<file path="config.mk">
export PLATFORM = sky130hd
export DESIGN_NAME = chunk_row_arbiter
export DESIGN_NICKNAME = d
export VERILOG_FILES = /design/src/rtl/chunk_row_arbiter_pkg.sv /design/src/rtl/chunk_row_arbiter_picker.sv /design/src/rtl/chunk_row_arbiter.sv
export SDC_FILE = /design/constraint.sdc
export NUM_CORES = 1
export LEC_CHECK = 0
export ABC_AREA = 1
export CAP_MARGIN = 15
export CORE_AREA = 4 4 271 273
export DETAILED_ROUTE_END_ITERATION = 10
export DIE_AREA = 0 0 275 277
export RECOVER_POWER = 50
export REMOVE_ABC_BUFFERS = 1
export SLEW_MARGIN = 20
export SYNTH_ARGS = -nofsm -noshare
export SYNTH_HDL_FRONTEND = slang
export SYNTH_HIERARCHICAL = 1
export SYNTH_SLANG_ARGS = --single-unit
</file>
<file path="constraint.sdc">
create_clock -name i_clk -period 1.72 [get_ports i_clk]
set_input_delay 0.258 -clock i_clk [delete_from_list [all_inputs] [get_ports i_clk]]
set_output_delay 0.258 -clock i_clk [all_outputs]
set_load 0.02 [all_outputs]
</file>
<file path="src/rtl/chunk_row_arbiter_pkg.sv">
// rtl/chunk_row_arbiter_pkg.sv - shared configuration and FSM encoding for the chunk row arbiter
package TauCfg;

    localparam int GLOBAL_ADDR_BW = 32;
    localparam int DIM            = 2;
    localparam int VSIZE          = 8;
    localparam int NREQ_DEFAULT   = 2;

    typedef enum logic [1:0] {
        ARB_IDLE   = 2'd0,
        ARB_ISSUE  = 2'd1,
        ARB_STREAM = 2'd2
    } arb_state_t;

endpackage

</file>
<file path="src/rtl/chunk_row_arbiter_picker.sv">
// rtl/chunk_row_arbiter_picker.sv - round-robin pick of the first request at or after the pointer
module chunk_row_arbiter_picker #(
    parameter int NREQ = 2,
    parameter int IBW  = $clog2(NREQ)
) (
    input  logic [NREQ-1:0] req,
    input  logic [IBW-1:0]  ptr,
    output logic            any,
    output logic [NREQ-1:0] grant_oh,
    output logic [IBW-1:0]  grant_idx
);

    logic [IBW-1:0] idx;

    always_comb begin
        any       = 1'b0;
        grant_oh  = '0;
        grant_idx = '0;
        idx       = '0;
        for (int k = 0; k < NREQ; k++) begin
            idx = IBW'((int'(ptr) + k) % NREQ);
            if (!any && req[idx]) begin
                any           = 1'b1;
                grant_oh[idx] = 1'b1;
                grant_idx     = idx;
            end
        end
    end

endmodule

</file>
<file path="src/rtl/chunk_row_arbiter.sv">
// rtl/chunk_row_arbiter.sv - shares one row-start generator among NREQ requesters, one command at a time
module chunk_row_arbiter #(
    parameter int NREQ  = TauCfg::NREQ_DEFAULT,
    parameter int GBW   = TauCfg::GLOBAL_ADDR_BW,
    parameter int DIM   = TauCfg::DIM,
    parameter int VSIZE = TauCfg::VSIZE,
    parameter int V_BW  = $clog2(VSIZE),
    parameter int IBW   = $clog2(NREQ)
) (
    input  logic                                i_clk,
    input  logic                                i_rst,
    input  logic [NREQ-1:0]                     req_rdy,
    output logic [NREQ-1:0]                     req_ack,
    input  logic [NREQ-1:0][DIM-1:0][GBW-1:0]   i_req_mofs,
    input  logic [NREQ-1:0][DIM-1:0][GBW-1:0]   i_req_mbound,
    input  logic [NREQ-1:0][DIM-1:0][GBW-1:0]   i_req_mlast,
    input  logic [NREQ-1:0][DIM-1:0][V_BW-1:0]  i_req_mpad,
    input  logic [NREQ-1:0][GBW-1:0]            i_req_maddr,
    input  logic [NREQ-1:0]                     i_req_wrap,
    output logic                                mofs_rdy,
    input  logic                                mofs_ack,
    output logic [DIM-1:0][GBW-1:0]             o_mofs,
    output logic [DIM-1:0][GBW-1:0]             o_mbound,
    output logic [DIM-1:0][GBW-1:0]             o_mlast,
    output logic [DIM-1:0][V_BW-1:0]            o_mpad,
    output logic [GBW-1:0]                      o_maddr,
    output logic                                o_wrap,
    input  logic                                row_rdy,
    output logic                                row_ack,
    input  logic                                i_row_islast,
    output logic [NREQ-1:0]                     out_rdy,
    input  logic [NREQ-1:0]                     out_ack,
    output logic [IBW-1:0]                      o_out_id,
    output logic                                o_busy
);

    import TauCfg::*;

    arb_state_t      state;
    arb_state_t      state_nxt;
    logic [IBW-1:0]  rr_ptr;
    logic [IBW-1:0]  grant;
    logic            pick_any;
    logic [NREQ-1:0] pick_oh;
    logic [IBW-1:0]  pick_idx;
    logic            take_grant;

    chunk_row_arbiter_picker #(
        .NREQ (NREQ),
        .IBW  (IBW)
    ) u_picker (
        .req       (req_rdy),
        .ptr       (rr_ptr),
        .any       (pick_any),
        .grant_oh  (pick_oh),
        .grant_idx (pick_idx)
    );

    assign take_grant = (state == ARB_IDLE) && pick_any;

    always_ff @(posedge i_clk) begin
        if (i_rst) begin
            state <= ARB_IDLE;
        end else begin
            state <= state_nxt;
        end
    end

    always_comb begin
        state_nxt = state;
        case (state)
            ARB_IDLE:   if (pick_any) state_nxt = ARB_ISSUE;
            ARB_ISSUE:  if (mofs_ack) state_nxt = ARB_STREAM;
            ARB_STREAM: if (row_rdy && out_ack[grant] && i_row_islast) state_nxt = ARB_IDLE;
            default:    state_nxt = ARB_IDLE;
        endcase
    end

    // Command fields are captured once at grant so requester churn cannot leak into the issued command.
    always_ff @(posedge i_clk) begin
        if (i_rst) begin
            rr_ptr   <= '0;
            grant    <= '0;
            o_mofs   <= '0;
            o_mbound <= '0;
            o_mlast  <= '0;
            o_mpad   <= '0;
            o_maddr  <= '0;
            o_wrap   <= 1'b0;
        end else if (take_grant) begin
            rr_ptr   <= (pick_idx == IBW'(NREQ - 1)) ? '0 : pick_idx + 1'b1;
            grant    <= pick_idx;
            o_mofs   <= i_req_mofs[pick_idx];
            o_mbound <= i_req_mbound[pick_idx];
            o_mlast  <= i_req_mlast[pick_idx];
            o_mpad   <= i_req_mpad[pick_idx];
            o_maddr  <= i_req_maddr[pick_idx];
            o_wrap   <= i_req_wrap[pick_idx];
        end
    end

    // Every handshake output is forced low while reset is held so nothing completes on the reset edge.
    always_comb begin
        req_ack  = '0;
        mofs_rdy = 1'b0;
        row_ack  = 1'b0;
        out_rdy  = '0;
        o_busy   = 1'b0;
        o_out_id = '0;
        if (!i_rst) begin
            case (state)
                ARB_IDLE: begin
                    req_ack = pick_oh;
                end
                ARB_ISSUE: begin
                    mofs_rdy = 1'b1;
                    o_busy   = 1'b1;
                    o_out_id = grant;
                end
                ARB_STREAM: begin
                    out_rdy[grant] = row_rdy;
                    row_ack        = out_ack[grant];
                    o_busy         = 1'b1;
                    o_out_id       = grant;
                end
                default: begin
                    o_busy = 1'b0;
                end
            endcase
        end
    end

endmodule

</file>
==> flow_summary.json, run 1 <==
{
  "required_ns": 1.46,
  "min_to": "state[1]$_SDFFE_PP0P_",
  "drive_gt1_share_pct": 21.0,
  "reg2reg_to": "o_mofs[27]$_SDFFE_PP0P_",
  "grt_pass1_vias": 11900,
  "numCtsBuffers": 29,
  "pin_count": 710,
  "vias_per_cell": 3.98,
  "path_class": "reg -> out",
  "fp.dieH_um": 277,
  "htree_levels": 1,
  "clock_latency_ns": 0.58,
  "p_total_w": 0.0339,
  "utilization_pct": 30.3,
  "arrival_ns": 1.55,
  "synthTopCellsByCount": "nand2_1, dfxtp_1, a31oi_1, buf_2, clkbuf_1",
  "drtAntennaViolNets": 0,
  "dr.pass1.iters": 5,
  "start_util_pct": 13.4,
  "reg2reg_from": "rr_ptr$_SDFFE_PP0P_",
  "reg2reg_slack_ns": -0.04,
  "core_um2": 71100,
  "rows": 98,
  "cts_buffer_depth": 3,
  "slew_violations": 0,
  "syn_inst": 1327,
  "fin_crit_ns": 1.81,
  "clock-sinks": 235,
  "synthTopCellsByArea": "dfxtp_1, nand2_1, a31oi_1",
  "synth-edff-count": 0,
  "p_leak_nw": 8.88,
  "dpl_cell_area_um2": 18400,
  "end_kind": "output port",
  "dpl.hpwl_mm": 37.0,
  "worstHoldPathType": "in -> reg",
  "synth_area_um2": 9530,
  "drt_iter0_drc": 444,
  "max_freq_mhz": 553,
  "hold_viol": 0,
  "rsz0062_at_grt": "yes",
  "grt_pass1_wl_mm": 72.1,
  "hold_start": "i_rst",
  "clkTransAtPathRegs_ns": 0.06,
  "startpoint_type": "flop",
  "gr-total-overflow": 0,
  "fin_crit_sh_pct": 105,
  "synth.distinct_cells": 19,
  "final_net_count": 2604,
  "tightestPinTransition_ns": 0.792,
  "yosysWarnings": 6,
  "tritoncts": "built",
  "setup_slack_ns": -0.0895,
  "synth_flop_cell": "dfxtp_1",
  "maxCapViolations": 0,
  "async_flop_share_pct": 0,
  "syn_to_final_growth_pct": 126,
  "wirelength_mm": 55.7,
  "post-synth-top-count-cell": "nand2_1",
  "vias": 12300,
  "place.port_buffers": 709,
  "die_area_um2": 76200,
  "holdPathStages": 4,
  "diodes": 0,
  "fin_area_um2": 21500,
  "power.density_nw_per_um2": 1570,
  "peakVddDrop_uv": 837,
  "wire_per_inst_um": 18.0,
  "ys_seq_area_share_pct": 49.4,
  "ys_ff_latch": 235,
  "avgSynthCellArea_um2": 7.18,
  "violations": "setup timing",
  "cp_max_fo": 3,
  "reg2regPathDepth": 11,
  "drc": 0,
  "setup_viol": 46,
  "relSlewSlack_pct": 47.2,
  "synth_top_area_share_pct": 49.4,
  "die_w_um": 275,
  "grt_max_degree": 127,
  "gp_congestion": 0.833,
  "fin_skew_ns": 0.0117,
  "hold_slack_ns": 0.0501,
  "antenna_found_initial": 1,
  "synth_largest_area_cell": "dfxtp_1",
  "status": "finished, violations left",
  "cts-root-buf": "clkbuf_16",
  "grt_usage_pct": 12.1
}
==> layer usage <==
metal  global-route usage (%)  share of wire (%)  up-vias
li1                         -                  -     6008
met1                     13.8                 40     5692
met2                     21.6                 49      541
met3                     3.86                9.2       80
met4                     3.56                2.3        2
met5                        0              0.023        -
==> registers in the layout, summed over array words and instances (netlist names) <==
signal	count
grant	1
o_mpad	6
rr_ptr	1
o_mofs	64
o_wrap	1
o_mbound	64
state	2
o_mlast	64
o_maddr	32
==> what timing repair did <==
item / CTS / global route
hold buffers: 1 / 0
setup buffers: 15 / 20
pin swaps: 34 / 140
gates cloned: 7 / 31
resized for setup: 331 / 350
setup endpoints to repair: 416 / 240
endpoints found under the hold margin: 5 / 0
==> cells in the final DEF, fill, tap and decap left out, types with 2 or more instances in the layout <==
cell type,count
clkdlybuf4s50_1,469
nand2_4,40
a31oi_4,10
nand3_1,2
nor2_4,6
inv_4,2
clkbuf_8,12
buf_4,42
a21oi_1,2
ha_4,3
clkinv_2,9
nor3_4,2
inv_1,12
dfxtp_1,232
nor2_1,5
buf_6,35
ha_1,2
nand2_1,520
clkbuf_1,2
dfxtp_4,2
clkbuf_16,55
nand2_2,150
nor2_2,2
a31oi_2,4
inv_2,5
a211oi_1,2
buf_8,33
dlygate4sd2_1,230
buf_12,23
a31oi_1,217
buf_16,11
==> cell families after synthesis <==
kind of cell               Yosys count  synth area share [%]
DFF                                235                  49.4
AOI/OAI and AO/OA                  237                  15.5
buffers and inverters              121                  5.49
adders and majority gates            5                 0.656
and+or+nand+nor                    729                  29.0
==> metrics by stage <==
step                setup slack, ns  setup TNS, ns  cells
floorplan                     -4.06        -945.38   1225
global placement             -0.469         -88.38   2981
detailed placement           -0.523         -90.20   2981
CTS                          -0.162          -1.17   3054
global route                 -0.194         -14.69   3098
finish                      -0.0895         -0.955   3098
==> power breakdown <==
group          switching, W  total (W)  internal [W]
Combinational        0.0103     0.0194       0.00903
Sequential          0.00108    0.00841       0.00733
Clock               0.00257    0.00609       0.00352
Total                0.0140     0.0339        0.0199
==> how the worst max path moves through the flow <==
stage                          start                        end  cells past startpoint
2_1_floorplan  state[0]$_SDFFE_PP0P_    o_maddr[0]$_SDFFE_PP0P_                      6
3_3_place_gp              req_rdy[0]  o_mbound[63]$_SDFFE_PP0P_                     11
3_5_place_dp              req_rdy[0]  o_mbound[53]$_SDFFE_PP0P_                     11
4_1_cts        state[1]$_SDFFE_PP0P_                 req_ack[0]                      6
5_1_grt        state[1]$_SDFFE_PP0P_                   o_out_id                      5
6_report       state[1]$_SDFFE_PP0P_                   o_out_id                      5
==> critical path, cell delays in order (launching register included) <==
cell and delay, ns:
dfxtp_4 0.38, inv_4 0.05, ha_4 0.26, inv_2 0.03, nor3_2 0.09, buf_4 0.16
==> final cells by class <==
| cell class | instances | area (um2) |
|---|---|---|
| Clock buffer | 42 | 885 |
| Clock inverter | 9 | 45.0 |
| Fill cell | 7517 | 49600 |
| Inverter | 19 | 76.3 |
| Multi-Input combinational cell | 971 | 5280 |
| Sequential cell | 235 | 4710 |
| Tap cell | 950 | 1190 |
| Timing Repair Buffer | 872 | 9360 |
Power figures use the tool's default switching activity.
==> run 2: changes to the inputs <==
CORE_AREA = 4 4 276 278   (was 4 4 271 273)
CTS_BUF_LIST = sky130_fd_sc_hd__clkbuf_4 sky130_fd_sc_hd__clkbuf_8   (was unset)
DIE_AREA = 0 0 280 282   (was 0 0 275 277)
==> flow_summary.json, run 2 (same netlist as run 1, synthesis figures left out) <==
{
  "dr.pass1.iters": 5,
  "fin_crit_sh_pct": 107,
  "rows": 100,
  "drtAntennaViolNets": 0,
  "relSlewSlack_pct": 45.1,
  "cts_buffer_depth": 3,
  "die_area_um2": 79000,
  "grt_max_degree": 120,
  "dpl.hpwl_mm": 38.2,
  "place.port_buffers": 709,
  "startpoint_type": "flop",
  "violations": "setup timing",
  "fin_crit_ns": 1.84,
  "cts-root-buf": "clkbuf_8",
  "end_kind": "flop",
  "numCtsBuffers": 46,
  "layout.cells.most_common": "clkdlybuf4s50_1",
  "setup_slack_ns": -0.121,
  "rsz0062_at_grt": "yes",
  "drc": 0,
  "slew_violations": 0,
  "arrival_ns": 2.35,
  "power.density_nw_per_um2": 1540,
  "path_class": "reg -> reg",
  "vias_per_cell": 3.99,
  "drt_iter0_drc": 473,
  "maxCapViolations": 0,
  "wirelength_mm": 58.1,
  "start_util_pct": 12.9,
  "core_um2": 73900,
  "clock-sinks": 235,
  "grt_pass1_wl_mm": 80.2,
  "tritoncts": "built",
  "p_leak_nw": 9.23,
  "required_ns": 2.23,
  "gr-total-overflow": 0,
  "grt_pass1_vias": 12700,
  "regArea_um2": 4710,
  "clkTransAtPathRegs_ns": 0.06,
  "fill_cells": 7762,
  "cp_max_fo": 6,
  "grt_usage_pct": 13.3,
  "vias": 12600,
  "htree_levels": 2,
  "fin_skew_ns": 0.0227,
  "final_cell_mix": "clkdlybuf4s50_1, nand2_1, dfxtp_1",
  "worstHoldPathType": "in -> reg",
  "clock_latency_ns": 0.60,
  "peakVddDrop_uv": 638,
  "fp.dieH_um": 282,
  "pin_count": 710,
  "syn_to_final_growth_pct": 135,
  "final_net_count": 2629,
  "die_w_um": 280,
  "multi_input_area_um2": 5800,
  "hold_slack_ns": 0.223,
  "gp_congestion": 0.872,
  "max_freq_mhz": 543,
  "wire_per_inst_um": 18.4,
  "antenna_found_initial": 2,
  "largestRegisters": "o_mbound x64, o_mlast x64, o_mofs x64",
  "hold_viol": 0,
  "utilization_pct": 30.3,
  "tightestPinTransition_ns": 0.824,
  "setup_viol": 168,
  "status": "finished, violations left",
  "drive_gt1_share_pct": 27.7
}
## run 2: cell types whose count changed in the layout (fill, tap and decap cells not counted), moves of 9 or more
cell / change
clkbuf_16: -45
buf_6: -9
dlygate4sd2_1: -14
buf_16: +9
nand2_1: -105
buf_12: +29
clkbuf_8: +43
nand2_4: +33
clkbuf_4: +18
nand2_2: +72
## run 2: metrics by stage
step / total power (W) / instances / setup slack (ns) / cell area [um2] / TNS, ns
after floorplan: 0.0112 / 1225 / -4.06 / 9080 / -945.38
after global placement: 0.0239 / 2993 / -0.435 / 18300 / -92.22
after detailed placement: 0.0239 / 2993 / -0.439 / 18300 / -90.53
after CTS: 0.0345 / 3159 / -0.241 / 21500 / -35.34
after global routing: 0.0365 / 3152 / -0.246 / 22400 / -27.37
final: 0.0345 / 3152 / -0.121 / 22400 / -6.24
## run 2: repair_timing
item                                    CTS  global route
endpoints found under the setup margin  419           241
pin swaps                               121           142
gates cloned                             35            10
buffers inserted                         53            18
hold buffers                              2             0
resized for setup                       566           316
hold endpoints to repair                 13             0
## run 2: where the power goes
part	internal (W)	total (W)	leakage (nW)	switching (W)
Combinational	0.00950	0.0203	6.81	0.0108
Clock	0.00319	0.00581	0.483	0.00262
Sequential	0.00733	0.00837	1.94	0.00104
Total	0.0200	0.0345	9.23	0.0145
## run 2: final timing paths
| kind | end | slack [ns] | startpoint | cells after the start |
|---|---|---|---|---|
| hold reg to reg | o_mofs[54]$_SDFFE_PP0P_ | 0.48 | o_mofs[54]$_SDFFE_PP0P_ | 2 |
| setup / recovery | o_mlast[62]$_SDFFE_PP0P_ | -0.12 | state[1]$_SDFFE_PP0P_ | 12 |
| setup reg to reg | o_mlast[62]$_SDFFE_PP0P_ | -0.12 | state[1]$_SDFFE_PP0P_ | 12 |
| hold / removal | o_mbound[13]$_SDFFE_PP0P_ | 0.22 | i_req_mbound[77] | 3 |
## run 2: routing by layer
metal / vias to the layer above / share of wire (%) / routed length (um) / GRT usage [%]
met5: - / 0.015 / 9 / 0
met4: 2 / 3.3 / 1940 / 4.94
met3: 94 / 8.0 / 4640 / 4.17
met2: 563 / 47 / 27600 / 22.4
met1: 5844 / 41 / 24000 / 16.0
li1: 6071 / - / - / -
## run 2: area by class of cell
type	count	share of cell area [%]
Timing Repair Buffer	880	43.1
Multi-Input combinational cell	971	25.9
Clock buffer	71	3.89
Inverter	19	0.352
Clock inverter	6	0.173
Sequential cell	235	21.1
Antenna cell	1	0.0112
Tap cell	969	5.42
## run 2: worst max-delay path, cell delays in order (launching register included)
cell     delay (ns)
dfxtp_4        0.35
inv_4          0.07
ha_4           0.18
buf_6          0.13
nand2_8        0.07
nor2_4         0.10
buf_12         0.14
buf_12         0.12
buf_16         0.15
buf_12         0.12
buf_12         0.11
nand2_2        0.05
a31oi_1        0.13
